### config.mk
export PLATFORM = sky130hd
export DESIGN_NAME = ni_route_lookup_sequencer_flat
export DESIGN_NICKNAME = d
export VERILOG_FILES = /design/src/rtl/ni_route_lookup_sequencer_if.sv /design/src/rtl/ni_route_lookup_sequencer.sv /design/src/flat_wrapper.sv
export SDC_FILE = /design/constraint.sdc
export NUM_CORES = 1
export LEC_CHECK = 0
export ABC_CLOCK_PERIOD_IN_PS = 2300
export CAP_MARGIN = 20
export CORE_UTILIZATION = 30
export DETAILED_ROUTE_END_ITERATION = 6
export GPL_ROUTABILITY_DRIVEN = 0
export PLACE_DENSITY = 0.66
export SLEW_MARGIN = 20
export SYNTH_ARGS = -nofsm -noshare
export SYNTH_HDL_FRONTEND = slang
export SYNTH_SLANG_ARGS = --single-unit
### constraint.sdc
create_clock -name clock -period 2.3 [get_ports clock]
set_input_delay 0.23 -clock clock [delete_from_list [all_inputs] [get_ports clock]]
set_output_delay 0.23 -clock clock [all_outputs]
set_load 0.05 [all_outputs]
### src/rtl/ni_route_lookup_sequencer_if.sv
// Bundle of request, routing-LUT, header, write-sink and error-response signals
// between an NI initiator front end and the route lookup sequencer.
interface ni_route_lookup_sequencer_if #(
    parameter int ADDR_WIDTH  = 32,
    parameter int PATH_WIDTH  = 7,
    parameter int TGT_WIDTH   = 4,
    parameter int BURST_WIDTH = 4
) ();
    logic                   req_valid;
    logic                   req_ready;
    logic [2:0]             req_cmd;
    logic [ADDR_WIDTH-1:0]  req_addr;
    logic [BURST_WIDTH-1:0] req_burst;

    logic [ADDR_WIDTH-1:0]  lut_address;
    logic [PATH_WIDTH-1:0]  lut_path;
    logic [TGT_WIDTH-1:0]   transaction_target;
    logic                   failed_decoding;

    logic                   hdr_valid;
    logic                   hdr_ready;
    logic [PATH_WIDTH-1:0]  hdr_path;
    logic [TGT_WIDTH-1:0]   hdr_target;
    logic [ADDR_WIDTH-1:0]  hdr_addr;
    logic [2:0]             hdr_cmd;
    logic [BURST_WIDTH-1:0] hdr_burst;

    logic                   drop_valid;
    logic                   drop_ready;

    logic                   err_valid;
    logic                   err_ready;
    logic [2:0]             err_cmd;

    // Environment side: issues requests, answers LUT lookups, consumes headers/errors.
    modport master (
        output req_valid, req_cmd, req_addr, req_burst,
        output lut_path, transaction_target, failed_decoding,
        output hdr_ready, drop_valid, err_ready,
        input  req_ready, lut_address,
        input  hdr_valid, hdr_path, hdr_target, hdr_addr, hdr_cmd, hdr_burst,
        input  drop_ready, err_valid, err_cmd
    );

    modport slave (
        input  req_valid, req_cmd, req_addr, req_burst,
        input  lut_path, transaction_target, failed_decoding,
        input  hdr_ready, drop_valid, err_ready,
        output req_ready, lut_address,
        output hdr_valid, hdr_path, hdr_target, hdr_addr, hdr_cmd, hdr_burst,
        output drop_ready, err_valid, err_cmd
    );
endinterface

### src/rtl/ni_route_lookup_sequencer.sv
// Single-outstanding address-decode sequencer for an NI initiator: looks up the route,
// hands a header to the packetizer, or sinks write beats and answers locally on a miss.
module ni_route_lookup_sequencer #(
    parameter int ADDR_WIDTH  = 32,
    parameter int PATH_WIDTH  = 7,
    parameter int TGT_WIDTH   = 4,
    parameter int BURST_WIDTH = 4
) (
    input  logic                          clock,
    input  logic                          reset,
    ni_route_lookup_sequencer_if.slave    bus,
    output logic                          busy,
    output logic [7:0]                    err_count
);
    localparam logic [2:0] CMD_WR = 3'd1;
    localparam logic [2:0] CMD_RD = 3'd2;

    typedef enum logic [2:0] {IDLE, LOOKUP, SEND, DRAIN, ERR_RESP} state_t;

    state_t                 state_q;
    logic [ADDR_WIDTH-1:0]  addr_q;
    logic [2:0]             cmd_q;
    logic [BURST_WIDTH-1:0] burst_q;
    logic [BURST_WIDTH-1:0] beats_q;
    logic [PATH_WIDTH-1:0]  path_q;
    logic [TGT_WIDTH-1:0]   tgt_q;
    logic [2:0]             err_cmd_q;
    logic [7:0]             err_count_q;
    logic                   req_ready_q;
    logic                   hdr_valid_q;
    logic                   drop_ready_q;
    logic                   err_valid_q;
    logic                   busy_q;
    logic                   req_take;

    function automatic logic [7:0] sat_inc(input logic [7:0] v);
        return (v == 8'hFF) ? v : v + 8'd1;
    endfunction

    function automatic logic [BURST_WIDTH-1:0] norm_burst(input logic [BURST_WIDTH-1:0] b);
        return (b == '0) ? BURST_WIDTH'(1) : b;
    endfunction

    assign req_take = bus.req_valid && (bus.req_cmd == CMD_WR || bus.req_cmd == CMD_RD);

    always_ff @(posedge clock or posedge reset) begin
        if (reset) begin
            state_q      <= IDLE;
            addr_q       <= '0;
            cmd_q        <= '0;
            burst_q      <= '0;
            beats_q      <= '0;
            path_q       <= '0;
            tgt_q        <= '0;
            err_cmd_q    <= '0;
            err_count_q  <= '0;
            req_ready_q  <= 1'b1;
            hdr_valid_q  <= 1'b0;
            drop_ready_q <= 1'b0;
            err_valid_q  <= 1'b0;
            busy_q       <= 1'b0;
        end else begin
            case (state_q)
                IDLE: begin
                    if (req_take) begin
                        addr_q      <= bus.req_addr;
                        cmd_q       <= bus.req_cmd;
                        burst_q     <= norm_burst(bus.req_burst);
                        req_ready_q <= 1'b0;
                        busy_q      <= 1'b1;
                        state_q     <= LOOKUP;
                    end
                end
                LOOKUP: begin
                    // The LUT is combinational on addr_q, so its answer is valid throughout this cycle.
                    if (!bus.failed_decoding) begin
                        path_q      <= bus.lut_path;
                        tgt_q       <= bus.transaction_target;
                        hdr_valid_q <= 1'b1;
                        state_q     <= SEND;
                    end else begin
                        err_count_q <= sat_inc(err_count_q);
                        if (cmd_q == CMD_WR) begin
                            beats_q      <= burst_q;
                            drop_ready_q <= 1'b1;
                            state_q      <= DRAIN;
                        end else begin
                            err_cmd_q   <= cmd_q;
                            err_valid_q <= 1'b1;
                            state_q     <= ERR_RESP;
                        end
                    end
                end
                SEND: begin
                    if (bus.hdr_ready) begin
                        hdr_valid_q <= 1'b0;
                        req_ready_q <= 1'b1;
                        busy_q      <= 1'b0;
                        state_q     <= IDLE;
                    end
                end
                DRAIN: begin
                    // Counting down to 1 rather than 0 keeps a full-scale burst from wrapping.
                    if (bus.drop_valid) begin
                        if (beats_q == BURST_WIDTH'(1)) begin
                            drop_ready_q <= 1'b0;
                            err_cmd_q    <= cmd_q;
                            err_valid_q  <= 1'b1;
                            state_q      <= ERR_RESP;
                        end else begin
                            beats_q <= beats_q - BURST_WIDTH'(1);
                        end
                    end
                end
                ERR_RESP: begin
                    if (bus.err_ready) begin
                        err_valid_q <= 1'b0;
                        req_ready_q <= 1'b1;
                        busy_q      <= 1'b0;
                        state_q     <= IDLE;
                    end
                end
                default: state_q <= IDLE;
            endcase
        end
    end

    assign bus.req_ready   = req_ready_q;
    assign bus.lut_address = addr_q;
    assign bus.hdr_valid   = hdr_valid_q;
    assign bus.hdr_path    = path_q;
    assign bus.hdr_target  = tgt_q;
    assign bus.hdr_addr    = addr_q;
    assign bus.hdr_cmd     = cmd_q;
    assign bus.hdr_burst   = burst_q;
    assign bus.drop_ready  = drop_ready_q;
    assign bus.err_valid   = err_valid_q;
    assign bus.err_cmd     = err_cmd_q;
    assign busy            = busy_q;
    assign err_count       = err_count_q;
endmodule

### src/flat_wrapper.sv
// flat-port wrapper written by rule: the top's interface ports become plain ports
module ni_route_lookup_sequencer_flat 
#(
    parameter int ADDR_WIDTH  = 32,
    parameter int PATH_WIDTH  = 7,
    parameter int TGT_WIDTH   = 4,
    parameter int BURST_WIDTH = 4
)
  (clock, reset, busy, err_count, bus_req_valid, bus_req_cmd, bus_req_addr, bus_req_burst, bus_lut_path, bus_transaction_target, bus_failed_decoding, bus_hdr_ready, bus_drop_valid, bus_err_ready, bus_req_ready, bus_lut_address, bus_hdr_valid, bus_hdr_path, bus_hdr_target, bus_hdr_addr, bus_hdr_cmd, bus_hdr_burst, bus_drop_ready, bus_err_valid, bus_err_cmd);
  ni_route_lookup_sequencer_if #(.ADDR_WIDTH(ADDR_WIDTH), .PATH_WIDTH(PATH_WIDTH), .TGT_WIDTH(TGT_WIDTH), .BURST_WIDTH(BURST_WIDTH)) bus_i ();
  input  logic clock;
  input  logic reset;
  output logic busy;
  output logic [7:0] err_count;
  input wire logic [$bits(bus_i.req_valid)-1:0] bus_req_valid;
  input wire logic [$bits(bus_i.req_cmd)-1:0] bus_req_cmd;
  input wire logic [$bits(bus_i.req_addr)-1:0] bus_req_addr;
  input wire logic [$bits(bus_i.req_burst)-1:0] bus_req_burst;
  input wire logic [$bits(bus_i.lut_path)-1:0] bus_lut_path;
  input wire logic [$bits(bus_i.transaction_target)-1:0] bus_transaction_target;
  input wire logic [$bits(bus_i.failed_decoding)-1:0] bus_failed_decoding;
  input wire logic [$bits(bus_i.hdr_ready)-1:0] bus_hdr_ready;
  input wire logic [$bits(bus_i.drop_valid)-1:0] bus_drop_valid;
  input wire logic [$bits(bus_i.err_ready)-1:0] bus_err_ready;
  output wire logic [$bits(bus_i.req_ready)-1:0] bus_req_ready;
  output wire logic [$bits(bus_i.lut_address)-1:0] bus_lut_address;
  output wire logic [$bits(bus_i.hdr_valid)-1:0] bus_hdr_valid;
  output wire logic [$bits(bus_i.hdr_path)-1:0] bus_hdr_path;
  output wire logic [$bits(bus_i.hdr_target)-1:0] bus_hdr_target;
  output wire logic [$bits(bus_i.hdr_addr)-1:0] bus_hdr_addr;
  output wire logic [$bits(bus_i.hdr_cmd)-1:0] bus_hdr_cmd;
  output wire logic [$bits(bus_i.hdr_burst)-1:0] bus_hdr_burst;
  output wire logic [$bits(bus_i.drop_ready)-1:0] bus_drop_ready;
  output wire logic [$bits(bus_i.err_valid)-1:0] bus_err_valid;
  output wire logic [$bits(bus_i.err_cmd)-1:0] bus_err_cmd;
  assign bus_i.req_valid = bus_req_valid;
  assign bus_i.req_cmd = bus_req_cmd;
  assign bus_i.req_addr = bus_req_addr;
  assign bus_i.req_burst = bus_req_burst;
  assign bus_i.lut_path = bus_lut_path;
  assign bus_i.transaction_target = bus_transaction_target;
  assign bus_i.failed_decoding = bus_failed_decoding;
  assign bus_i.hdr_ready = bus_hdr_ready;
  assign bus_i.drop_valid = bus_drop_valid;
  assign bus_i.err_ready = bus_err_ready;
  assign bus_req_ready = bus_i.req_ready;
  assign bus_lut_address = bus_i.lut_address;
  assign bus_hdr_valid = bus_i.hdr_valid;
  assign bus_hdr_path = bus_i.hdr_path;
  assign bus_hdr_target = bus_i.hdr_target;
  assign bus_hdr_addr = bus_i.hdr_addr;
  assign bus_hdr_cmd = bus_i.hdr_cmd;
  assign bus_hdr_burst = bus_i.hdr_burst;
  assign bus_drop_ready = bus_i.drop_ready;
  assign bus_err_valid = bus_i.err_valid;
  assign bus_err_cmd = bus_i.err_cmd;
  ni_route_lookup_sequencer #(.ADDR_WIDTH(ADDR_WIDTH), .PATH_WIDTH(PATH_WIDTH), .TGT_WIDTH(TGT_WIDTH), .BURST_WIDTH(BURST_WIDTH)) u_core (.clock(clock), .reset(reset), .bus(bus_i), .busy(busy), .err_count(err_count));
endmodule
==> summary.txt <==
Clocking
  • CTS hold repair buffers: 0
  • H-Tree Level Count: 3
  • Post_cts resized: 0
  • CTS tree: built
  • Max Root-Sink Buffers: 2
  • CTS root buf: clkbuf_8
  • Clock Latency Late Sink: ~0.34 ns
  • Num Clock Sinks: between 70 and 80
  • CTS clk-pin slew, worst paths: 0.08 ns
  • Postcts setup bufs: 0
  • CTS buffer count: 9

Floorplanning
  • Die area: 11,700 um2
  • Horiz. Die Dim: 108 um
  • Die height: ~110 um
  • Core ar.: roughly 11,000 um2
  • I/O Pins: about 160
  • Starting density of the core: between 30% and 40%
  • Row count: 38

Global routing
  • Initial antenna violation count: 0
  • Global-route usage over all layers: 13.3%
  • Number of global-route vias before repair: about 2,400
  • First-pass GRT wire length: around 12 mm
  • Grt ovf: 0
  • Largest net degree at the start of global routing: 39

Critical path
  • CP Launch Type: flop
  • WP data required: roughly 2.1 ns
  • Critical path, cell by cell: clkdlybuf4s50_1
  • FF-to-FF Start: u_core.state_q[2]
  • Reg2reg end: u_core.bus.err_cmd[1]
  • Worst Path Buf+Inv: 1
  • Crit end category: primary output
  • Crit path max fanout: 2
  • CP delay by family, top: buffers and inverters
  • CP arrival: between 1.5 and 2 ns
  • FF-to-FF path depth: 3
  • Critical-path top delay cell: clkdlybuf4s50_1
  • R2R Setup Slk: between 0.4 and 0.5 ns
  • CP max stage delay: between 0.7 and 0.8 ns
  • CP Class: flop to primary output

Routing
  • Vias per cell: ~4.6
  • 1st-iter DRT viols: 45
  • Final ANT Viol Nets: 0
  • Drt wl/cell: approximately 14 um
  • Iteration count of the initial detailed-routing pass: 4
  • Vias: 2,464
  • Drt total wl: roughly 7.5 mm
  • Residual DRC: 0

Logic synthesis
  • Syn Area/Cell: 12.8 um2
  • Synth area leaders: dfrtp_1, mux2_2, buf_4, buf_6, o21ai_0
  • Post-synthesis sequential area ratio: about 54%
  • Async SR Flop Fraction: between 90% and 100%
  • Top-count cell post-synth: dfrtp_1
  • Syn Inst Count: between 200 and 300
  • Syn_nets: between 300 and 400
  • Synth cell types: 43
  • Number of synthesized flops with an enable pin: 0
  • Primary FF master, synth: dfrtp_1
  • Top post-synthesis cells by count: dfrtp_1, mux2_2, buf_4
  • YS warnings: 0
  • Cell taking the most area after synthesis: dfrtp_1
  • Top cell type's share of synthesized area: a little over half
  • Mapped Area: between 3000 and 4000 um2
  • Seq cells post-synth: 73

Placement
  • Area post-placement: between 4000 and 5000 um2
  • Placed cell count: about 520
  • # port buffers: approximately 150
  • HPWL Detailed: 5.64 mm

Layout
  • Non-filler cells, final: 537
  • Fin area: approximately 5000 um2
  • Post-layout nets: approximately 450
  • Share of layout cells above drive strength 1: between 10% and 20%
  • Antenna diode count: 0
  • Area delta synth->final: 48.0%

Timing
  • Actual slew at the worst max-slew pin: around 0.56 ns
  • F_max: 531 MHz
  • Final min period: around 1.9 ns
  • Final Max Slew Viols: 0
  • Setup Skew: approximately 0.012 ns
  • RSZ-0062 raised after global routing: false
  • Slew headroom: a little over three fifths
  • Final Hold Violating Endpoints: 0
  • Setup TNS: 0 ns
  • Tcrit/Tclk final: roughly 82%
  • Final setup viols: 0

Min path
  • Hold/Removal Path Class: input pin to async pin

Run status
  • Status: complete, no violations

Flow run
  • Max Cap Viol: 0
## area by class of cell
| cell class | instances | area (um2) |
|---|---|---|
| Clock inverter | 3 | 17.5 |
| Multi-Input combinational cell | 141 | 1190 |
| Sequential cell | 73 | 1830 |
| Timing Repair Buffer | 159 | 1590 |
| Clock buffer | 12 | 145 |
| Tap cell | 140 | 175 |
| Inverter | 9 | 33.8 |
| Fill cell | 1062 | 5900 |
## per-layer routing
layer	up-vias	part of all wire [%]	GRT usage, %
li1	1139	-	-
met4	0	1.1	4.79
met2	108	47	21.0
met5	-	0	0
met1	1209	43	16.1
met3	8	9.0	5.55
## flip-flops by register name, indices dropped and copies added, names as in the netlist, 4 cells and up
| name | flops |
|---|---|
| u_core.bus.hdr_target | 4 |
| u_core.err_count | 8 |
| u_core.bus.hdr_burst | 4 |
| u_core.bus.hdr_addr | 32 |
| u_core.bus.hdr_path | 7 |
| u_core.beats_q | 4 |
## worst max path at each step
stage | from | end | slack (ns) | cells past startpoint
after floorplan | reset | u_core.beats_q[0] | 0.22 | 1
after global placement | bus_req_cmd[0] | u_core.bus.hdr_addr[1] | 0.33 | 5
after detailed placement | bus_req_cmd[0] | u_core.bus.hdr_addr[28] | 0.29 | 5
after CTS | u_core.bus.req_ready | bus_req_ready | 0.38 | 1
after global routing | u_core.state_q[1] | u_core.bus.hdr_addr[9] | 0.26 | 4
final | u_core.bus.req_ready | bus_req_ready | 0.42 | 1
## cells in the final DEF (no fill, tap or decap), types with 3 or more instances in the layout
cell type        count
clkdlybuf4s50_1    154
dfrtp_1             72
mux2_2              50
nor2_1              11
nand2_1             11
clkbuf_8            10
o21ai_0              9
inv_1                8
nor3_1               5
xnor2_1              4
mux2i_1              4
nand3_1              4
xor2_1               4
buf_4                4
a22o_1               3
ha_1                 3
## cell families after synthesis
| kind of cell | Yosys count | share of synthesized area, % |
|---|---|---|
| compound gates | 27 | 5.50 |
| xor+xnor | 8 | 2.08 |
| fa+ha+maj | 3 | 1.11 |
| flops | 73 | 54.3 |
| simple gates | 47 | 8.02 |
| buf+inv | 49 | 10.4 |
| mux | 56 | 18.6 |
## metrics by stage
step | setup WS (ns) | utilization (%) | hold WS (ns)
detailed placement | 0.289 | 44.3 | 0.469
floorplan | 0.218 | - | 0.323
global placement | 0.328 | 44.3 | 0.460
CTS | 0.383 | 45.8 | 0.324
finish | 0.416 | 45.8 | 0.316
global route | 0.256 | 45.8 | 0.352
Power is left out: the tool's default activity adds up to more than one toggle a clock period on the data nets, which glitch-free logic cannot reach.
